$ cat config.mk
export PLATFORM = sky130hd
export DESIGN_NAME = mem_interface_unit_flat
export DESIGN_NICKNAME = d
export VERILOG_FILES = /design/src/rtl/mem_interface_unit.sv /design/src/rtl/mem_interface_unit_if.sv /design/src/flat_wrapper.sv
export SDC_FILE = /design/constraint.sdc
export NUM_CORES = 1
export LEC_CHECK = 0
export ABC_AREA = 1
export CAP_MARGIN = 20
export CELL_PAD_IN_SITES_DETAIL_PLACEMENT = 1
export CELL_PAD_IN_SITES_GLOBAL_PLACEMENT = 1
export CORE_UTILIZATION = 37
export CTS_CLUSTER_SIZE = 14
export DETAILED_ROUTE_END_ITERATION = 16
export PLACE_DENSITY_LB_ADDON = 0.1
export SLEW_MARGIN = 40
export SYNTH_ARGS = -nofsm -noshare
export SYNTH_HDL_FRONTEND = slang
export SYNTH_SLANG_ARGS = --single-unit
export TNS_END_PERCENT = 30
$ cat constraint.sdc
create_clock -name clk -period 4.75 [get_ports clk]
set_input_delay 0.95 -clock clk [delete_from_list [all_inputs] [get_ports clk]]
set_output_delay 0.95 -clock clk [all_outputs]
set_load 0.005 [all_outputs]
$ cat src/rtl/mem_interface_unit.sv
// Memory interface unit: bridges the IU's hold-until-done byte request to the
// cache's valid/ready request + response-valid protocol. One transaction at a
// time; request fields are captured at acceptance, the read byte comes back
// with a one-cycle mem_done pulse, and a stalled request phase is aborted
// with a poison byte (8'hFF) after TIMEOUT_CYCLES.
//
// Ports:
//   clk, rst_n   : clock (rising edge), asynchronous active-low reset
//   iu           : iu_miu_if.miu    (mem_req/we/addr/write in, mem_read/done out)
//   cache        : miu_cache_if.master (request out, ready/response in)
//   busy         : high whenever the FSM is not IDLE
//   err_timeout  : sticky abort flag, cleared only by reset
//   dbg_state    : current FSM state (0 IDLE, 1 REQ, 2 WAIT, 3 RELEASE)
//
// Handshake: a cache request transfers on a rising edge where
// cache_req_valid && cache_req_ready; while valid is high and ready is low
// the request fields are held stable, and valid never drops without a
// transfer except on timeout abort. cache_resp_valid is a one-way strobe
// (no back-pressure) that is only honoured once the request has transferred.

package system_widths_pkg;
  localparam int ADDR_W = 11;
endpackage

module mem_interface_unit #(
  parameter int TIMEOUT_CYCLES = 256,
  parameter int ADDR_W         = system_widths_pkg::ADDR_W
) (
  input  logic        clk,
  input  logic        rst_n,
  iu_miu_if.miu       iu,
  miu_cache_if.master cache,
  output logic        busy,
  output logic        err_timeout,
  output logic [1:0]  dbg_state
);

  // A zero timeout would give a zero-width counter; keep one bit and let the
  // enable flag switch the abort off instead.
  localparam int              CNT_W      = (TIMEOUT_CYCLES > 0) ? $clog2(TIMEOUT_CYCLES + 1) : 1;
  localparam logic [CNT_W-1:0] CNT_MAX   = CNT_W'(TIMEOUT_CYCLES);
  localparam bit              TIMEOUT_EN = (TIMEOUT_CYCLES > 0);

  typedef enum logic [1:0] {
    IDLE    = 2'd0,
    REQ     = 2'd1,
    WAIT    = 2'd2,
    RELEASE = 2'd3
  } state_t;

  state_t            state_q, state_d;
  logic              we_q, we_d;
  logic [ADDR_W-1:0] addr_q, addr_d;
  logic [7:0]        wdata_q, wdata_d;
  logic [CNT_W-1:0]  cnt_q, cnt_d;
  logic              valid_q, valid_d;
  logic              done_q, done_d;
  logic [7:0]        rdata_q, rdata_d;
  logic              busy_q, busy_d;
  logic              err_q, err_d;

  always_ff @(posedge clk or negedge rst_n) begin
    if (!rst_n) begin
      state_q <= IDLE;
      we_q    <= 1'b0;
      addr_q  <= '0;
      wdata_q <= 8'h00;
      cnt_q   <= '0;
      valid_q <= 1'b0;
      done_q  <= 1'b0;
      rdata_q <= 8'h00;
      busy_q  <= 1'b0;
      err_q   <= 1'b0;
    end else begin
      state_q <= state_d;
      we_q    <= we_d;
      addr_q  <= addr_d;
      wdata_q <= wdata_d;
      cnt_q   <= cnt_d;
      valid_q <= valid_d;
      done_q  <= done_d;
      rdata_q <= rdata_d;
      busy_q  <= busy_d;
      err_q   <= err_d;
    end
  end

  always_comb begin
    state_d = state_q;
    we_d    = we_q;
    addr_d  = addr_q;
    wdata_d = wdata_q;
    cnt_d   = cnt_q;
    valid_d = valid_q;
    done_d  = 1'b0;
    rdata_d = rdata_q;
    err_d   = err_q;

    unique case (state_q)
      IDLE: begin
        if (iu.mem_req) begin
          we_d    = iu.mem_we;
          addr_d  = iu.mem_addr;
          wdata_d = iu.mem_write;
          cnt_d   = '0;
          state_d = REQ;
        end
      end

      REQ: begin
        if (!valid_q) begin
          // First REQ cycle only raises valid; the cache sees it one edge
          // after acceptance, so no handshake is possible yet.
          valid_d = 1'b1;
        end else if (cache.cache_req_ready) begin
          valid_d = 1'b0;
          if (cache.cache_resp_valid) begin
            done_d  = 1'b1;
            if (!we_q) rdata_d = cache.cache_resp_data;
            state_d = RELEASE;
          end else begin
            state_d = WAIT;
          end
        end else if (TIMEOUT_EN && (cnt_q == CNT_MAX)) begin
          valid_d = 1'b0;
          done_d  = 1'b1;
          rdata_d = 8'hFF;
          err_d   = 1'b1;
          state_d = RELEASE;
        end else if (cnt_q != CNT_MAX) begin
          cnt_d = cnt_q + CNT_W'(1);
        end
      end

      WAIT: begin
        if (cache.cache_resp_valid) begin
          done_d  = 1'b1;
          if (!we_q) rdata_d = cache.cache_resp_data;
          state_d = RELEASE;
        end
      end

      RELEASE: begin
        // Wait for the IU to let go so a late-deasserted mem_req is not
        // taken as a second request.
        if (!iu.mem_req) state_d = IDLE;
      end

      default: state_d = IDLE;
    endcase

    busy_d = (state_d != IDLE);
  end

  assign cache.cache_req_valid = valid_q;
  assign cache.cache_req_we    = we_q;
  assign cache.cache_req_addr  = addr_q;
  assign cache.cache_req_write = wdata_q;

  assign iu.mem_read  = rdata_q;
  assign iu.mem_done  = done_q;
  assign busy         = busy_q;
  assign err_timeout  = err_q;
  assign dbg_state    = state_q;

endmodule
$ cat src/rtl/mem_interface_unit_if.sv
// Bus bundles used by the memory interface unit.
//
// iu_miu_if    : instruction unit <-> MIU. The IU holds mem_req high (with
//                stable fields) until it has seen mem_done.
//   modport miu: mem_req, mem_we, mem_addr, mem_write in; mem_read, mem_done out
//   modport iu : mirror image of miu
//
// miu_cache_if : MIU <-> per-core cache.
//   modport master: cache_req_valid/we/addr/write out; cache_req_ready,
//                   cache_resp_valid, cache_resp_data in
//   modport slave : mirror image of master

interface iu_miu_if #(
  parameter int ADDR_W = 11
) ();
  logic              mem_req;
  logic              mem_we;
  logic [ADDR_W-1:0] mem_addr;
  logic [7:0]        mem_write;
  logic [7:0]        mem_read;
  logic              mem_done;

  modport miu (
    input  mem_req, mem_we, mem_addr, mem_write,
    output mem_read, mem_done
  );

  modport iu (
    output mem_req, mem_we, mem_addr, mem_write,
    input  mem_read, mem_done
  );
endinterface

interface miu_cache_if #(
  parameter int ADDR_W = 11
) ();
  logic              cache_req_valid;
  logic              cache_req_we;
  logic [ADDR_W-1:0] cache_req_addr;
  logic [7:0]        cache_req_write;
  logic              cache_req_ready;
  logic              cache_resp_valid;
  logic [7:0]        cache_resp_data;

  modport master (
    output cache_req_valid, cache_req_we, cache_req_addr, cache_req_write,
    input  cache_req_ready, cache_resp_valid, cache_resp_data
  );

  modport slave (
    input  cache_req_valid, cache_req_we, cache_req_addr, cache_req_write,
    output cache_req_ready, cache_resp_valid, cache_resp_data
  );
endinterface

$ cat src/flat_wrapper.sv
// flat-port wrapper written by rule: the top's interface ports become plain ports
module mem_interface_unit_flat 
#(
  parameter int TIMEOUT_CYCLES = 256,
  parameter int ADDR_W         = system_widths_pkg::ADDR_W
)
  (clk, rst_n, busy, err_timeout, dbg_state, iu_mem_req, iu_mem_we, iu_mem_addr, iu_mem_write, iu_mem_read, iu_mem_done, cache_cache_req_valid, cache_cache_req_we, cache_cache_req_addr, cache_cache_req_write, cache_cache_req_ready, cache_cache_resp_valid, cache_cache_resp_data);
  iu_miu_if #(.ADDR_W(ADDR_W)) iu_i ();
  miu_cache_if #(.ADDR_W(ADDR_W)) cache_i ();
  input  logic clk;
  input  logic rst_n;
  output logic busy;
  output logic err_timeout;
  output logic [1:0] dbg_state;
  input wire logic [$bits(iu_i.mem_req)-1:0] iu_mem_req;
  input wire logic [$bits(iu_i.mem_we)-1:0] iu_mem_we;
  input wire logic [$bits(iu_i.mem_addr)-1:0] iu_mem_addr;
  input wire logic [$bits(iu_i.mem_write)-1:0] iu_mem_write;
  output wire logic [$bits(iu_i.mem_read)-1:0] iu_mem_read;
  output wire logic [$bits(iu_i.mem_done)-1:0] iu_mem_done;
  output wire logic [$bits(cache_i.cache_req_valid)-1:0] cache_cache_req_valid;
  output wire logic [$bits(cache_i.cache_req_we)-1:0] cache_cache_req_we;
  output wire logic [$bits(cache_i.cache_req_addr)-1:0] cache_cache_req_addr;
  output wire logic [$bits(cache_i.cache_req_write)-1:0] cache_cache_req_write;
  input wire logic [$bits(cache_i.cache_req_ready)-1:0] cache_cache_req_ready;
  input wire logic [$bits(cache_i.cache_resp_valid)-1:0] cache_cache_resp_valid;
  input wire logic [$bits(cache_i.cache_resp_data)-1:0] cache_cache_resp_data;
  assign iu_i.mem_req = iu_mem_req;
  assign iu_i.mem_we = iu_mem_we;
  assign iu_i.mem_addr = iu_mem_addr;
  assign iu_i.mem_write = iu_mem_write;
  assign iu_mem_read = iu_i.mem_read;
  assign iu_mem_done = iu_i.mem_done;
  assign cache_cache_req_valid = cache_i.cache_req_valid;
  assign cache_cache_req_we = cache_i.cache_req_we;
  assign cache_cache_req_addr = cache_i.cache_req_addr;
  assign cache_cache_req_write = cache_i.cache_req_write;
  assign cache_i.cache_req_ready = cache_cache_req_ready;
  assign cache_i.cache_resp_valid = cache_cache_resp_valid;
  assign cache_i.cache_resp_data = cache_cache_resp_data;
  mem_interface_unit #(.TIMEOUT_CYCLES(TIMEOUT_CYCLES), .ADDR_W(ADDR_W)) u_core (.clk(clk), .rst_n(rst_n), .iu(iu_i), .cache(cache_i), .busy(busy), .err_timeout(err_timeout), .dbg_state(dbg_state));
endmodule
==> run metrics <==
Worst Setup EP=u_core.cnt_q[1]; Clock transition at path regs=~90 ps; fraction of layout instances using a drive strength above 1=about 6.5%; Hold Vio Cnt, Final=0; total negative slack=0 ps; DR vias=around 2000; Yosys Warn Count=0; Crit. End Element=flop; Fillers=745; Root Driver=clkbuf_8; Cell Rows=28; Mapped Area=0.002307 mm^2; Initial Util=between 30 and 40%; dominant cell type by area after synthesis=dfrtp_1; synth-to-layout area growth=33.57%; Via density=4.743; Post-Syn Nets=between 300 and 400; RSZ-0062 raised after global routing=false; Die Ht=80.97 um; largest net degree at the start of global routing=44; final setup vio count=0; die area=0.006555 mm^2; worst skew pair latency=about 300 ps; reg2reg start=u_core.dbg_state[1]; synth top area cells=dfrtp_1 (47%), nand2_1 (18%), inv_1 (5.7%); drt wl/cell=around 13 um; post-route cell area=0.003082 mm^2; cts bufs inserted=5; crit path DAT=2840 ps; diode count=0; reg-to-reg critical path endpoint=u_core.cnt_q[1]; leakage dissipation=between 1.5 and 2 nW; Post-Syn Instances=~290; core box area=between 0.005 and 0.006 mm^2; Post-DP Area=0.002964 mm^2; DRC viols=0; clock skew=slightly above 10 ps; Global Route Usage Sum=a little under a fifth; Iter 0 DRT Violations=46; CTS tree=yes; Required @ worst endpoint=~5000 ps; Yosys top cell area share=between 40 and 50%; total grt overflow=0; non-filler instance count after layout=approximately 430; hold_buf cts=0; Crit Path Class=in2reg; outcome=finished clean; flop-to-flop setup slack=around 2500 ps; Detailed Place HPWL=between 3 and 4 mm; Inst Count DP=420; deepest clock path buffer count=2; CP Max Fanout=21; crit path launch type=input pin; fin crit share=roughly 55%; post-CTS resize count=0; vias in the first global route=approximately 2000; FF-to-FF path depth=10; maxcap violations=0; final total power=between 0.0015 and 0.002 W; P per Cell Area=580.9 mW/mm^2; Buffers on Ports=66; Final Wtd Congestion=0.8003; setup bufs post-CTS=0; setup slack at placement=~1800 ps; fmax=383.0 MHz; total wire length=5.559 mm; I/O pin count=67; clk sinks=43; fin. max-slew vios=0; worst min path class=reg2reg; post-route ant nets=0; maximum vdd ir drop=~250 uV; Final min period=approximately 2600 ps; FF/Latch Area=between 0.001 and 0.0015 mm^2; multi-input logic area=a little under 0.001 mm^2; Mean Syn Cell Area=between 7 and 8 um^2; worst setup path startpoint=iu_mem_req; initial antenna violation count=0; die extent in x=roughly 81 um; drt first pass iters=4; max_slew headroom=53.85%; PnR worst setup slack=2139 ps; Slew @ Worst Pin=slightly below 700 ps; Seq cells post-synth=43; distinct cell type count after synthesis=28; final net count=between 300 and 400; register area share after synthesis=between 40% and 50%; first-pass GRT wire length=about 9.4 mm; H-tree Lvls=2
==> layout by cell type, fill, tap and decap left out, drive strengths merged <==
cell	instances
a21boi	1
a21oi	5
buf	2
bufinv	1
clkbuf	6
clkdlybuf4s50	65
clkinv	1
dfrtp	43
ha	7
inv	38
nand2	117
nand3	10
nand4	2
nor2	11
nor3	2
nor3b	1
o21a	1
o21ai	26
o21bai	1
o221ai	8
xor2	5
==> critical path: stages <==
cell and delay (ps):
clkdlybuf4s50_1 530, nand2_1 440, inv_1 200, nor2_1 60, a21oi_1 140, nand2_2 100
inv_2 200, nand3_1 100, o21ai_1 110
==> layout make-up <==
type	count	share of cell area [%]
clock buffer	6	2.680
sequential	43	34.92
clock inverter	2	1.137
inverter	38	4.629
tap	75	3.045
timing repair buffer	67	21.60
multi-input combinational	197	31.99
==> routing by layer <==
layer	track usage, %	up-vias	wire, um
met1	25.44	949	2642
met2	29.16	48	2554
met5	0	-	0
met4	5.357	0	57
met3	4.831	5	305
li1	-	1028	-
==> state kept, by name, summed over array words and instances, names as in the netlist <==
signal / count
u_core.cache.cache_req_valid: 1
u_core.cnt_q: 9
u_core.cache.cache_req_write: 8
u_core.cache.cache_req_addr: 11
u_core.busy: 1
u_core.dbg_state: 2
u_core.cache.cache_req_we: 1
u_core.iu.mem_done: 1
u_core.err_timeout: 1
u_core.iu.mem_read: 8
==> worst min-delay path by stage <==
stage                                      to                            from  depth (start not counted)  slack, ps
2_1_floorplan              u_core.err_timeout              u_core.err_timeout                          1        470
3_3_place_gp   u_core.cache.cache_req_addr[5]  u_core.cache.cache_req_addr[5]                          2        470
3_5_place_dp   u_core.cache.cache_req_addr[2]  u_core.cache.cache_req_addr[2]                          2        470
4_1_cts        u_core.cache.cache_req_addr[2]  u_core.cache.cache_req_addr[2]                          2        490
5_1_grt        u_core.cache.cache_req_addr[4]  u_core.cache.cache_req_addr[4]                          2        520
6_report       u_core.cache.cache_req_addr[2]  u_core.cache.cache_req_addr[2]                          2        490
==> power breakdown <==
group          switching [W]  internal, W
sequential          0.000123     0.000514
clock               0.000128     0.000170
combinational       0.000428     0.000427
==> cells in the mapped netlist <==
cell,number
inv_1,35
clkbuf_8,3
o21ai_0,17
o21ai_2,2
buf_2,1
nor2_1,9
o21ai_1,7
buf_4,1
nand2_1,112
nand2_2,3
a21oi_1,5
dfrtp_1,43
o21bai_1,1
o221ai_1,8
clkbuf_1,5
nor2_2,2
nand2_4,2
nand3_1,10
clkbuf_4,1
nand4_1,2
nor3b_1,1
buf_6,2
ha_1,7
a21boi_4,1
o21a_1,1
nor3_1,2
xor2_1,5
inv_2,3
==> metrics by stage <==
step | hold WS [ps] | util, %
floorplan | 467.8 | -
global placement | 471.3 | 49.73
detailed placement | 468.5 | 49.77
CTS | 492.3 | 51.74
global route | 521.0 | 51.74
finish | 485.5 | 51.74
==> kinds of logic (layout without fill, tap and decap cells) <==
group	Yosys count	count (layout)	synth area share (%)
AND/OR/NAND/NOR	143	143	25.49
buffers and inverters	51	113	10.63
flip-flops	43	43	46.64
AO/OA/AOI/OAI	42	42	11.55
adder cells (fa/ha/maj)	7	7	3.796
XOR/XNOR	5	5	1.898
No activity file was read; power rests on OpenSTA's default activity.
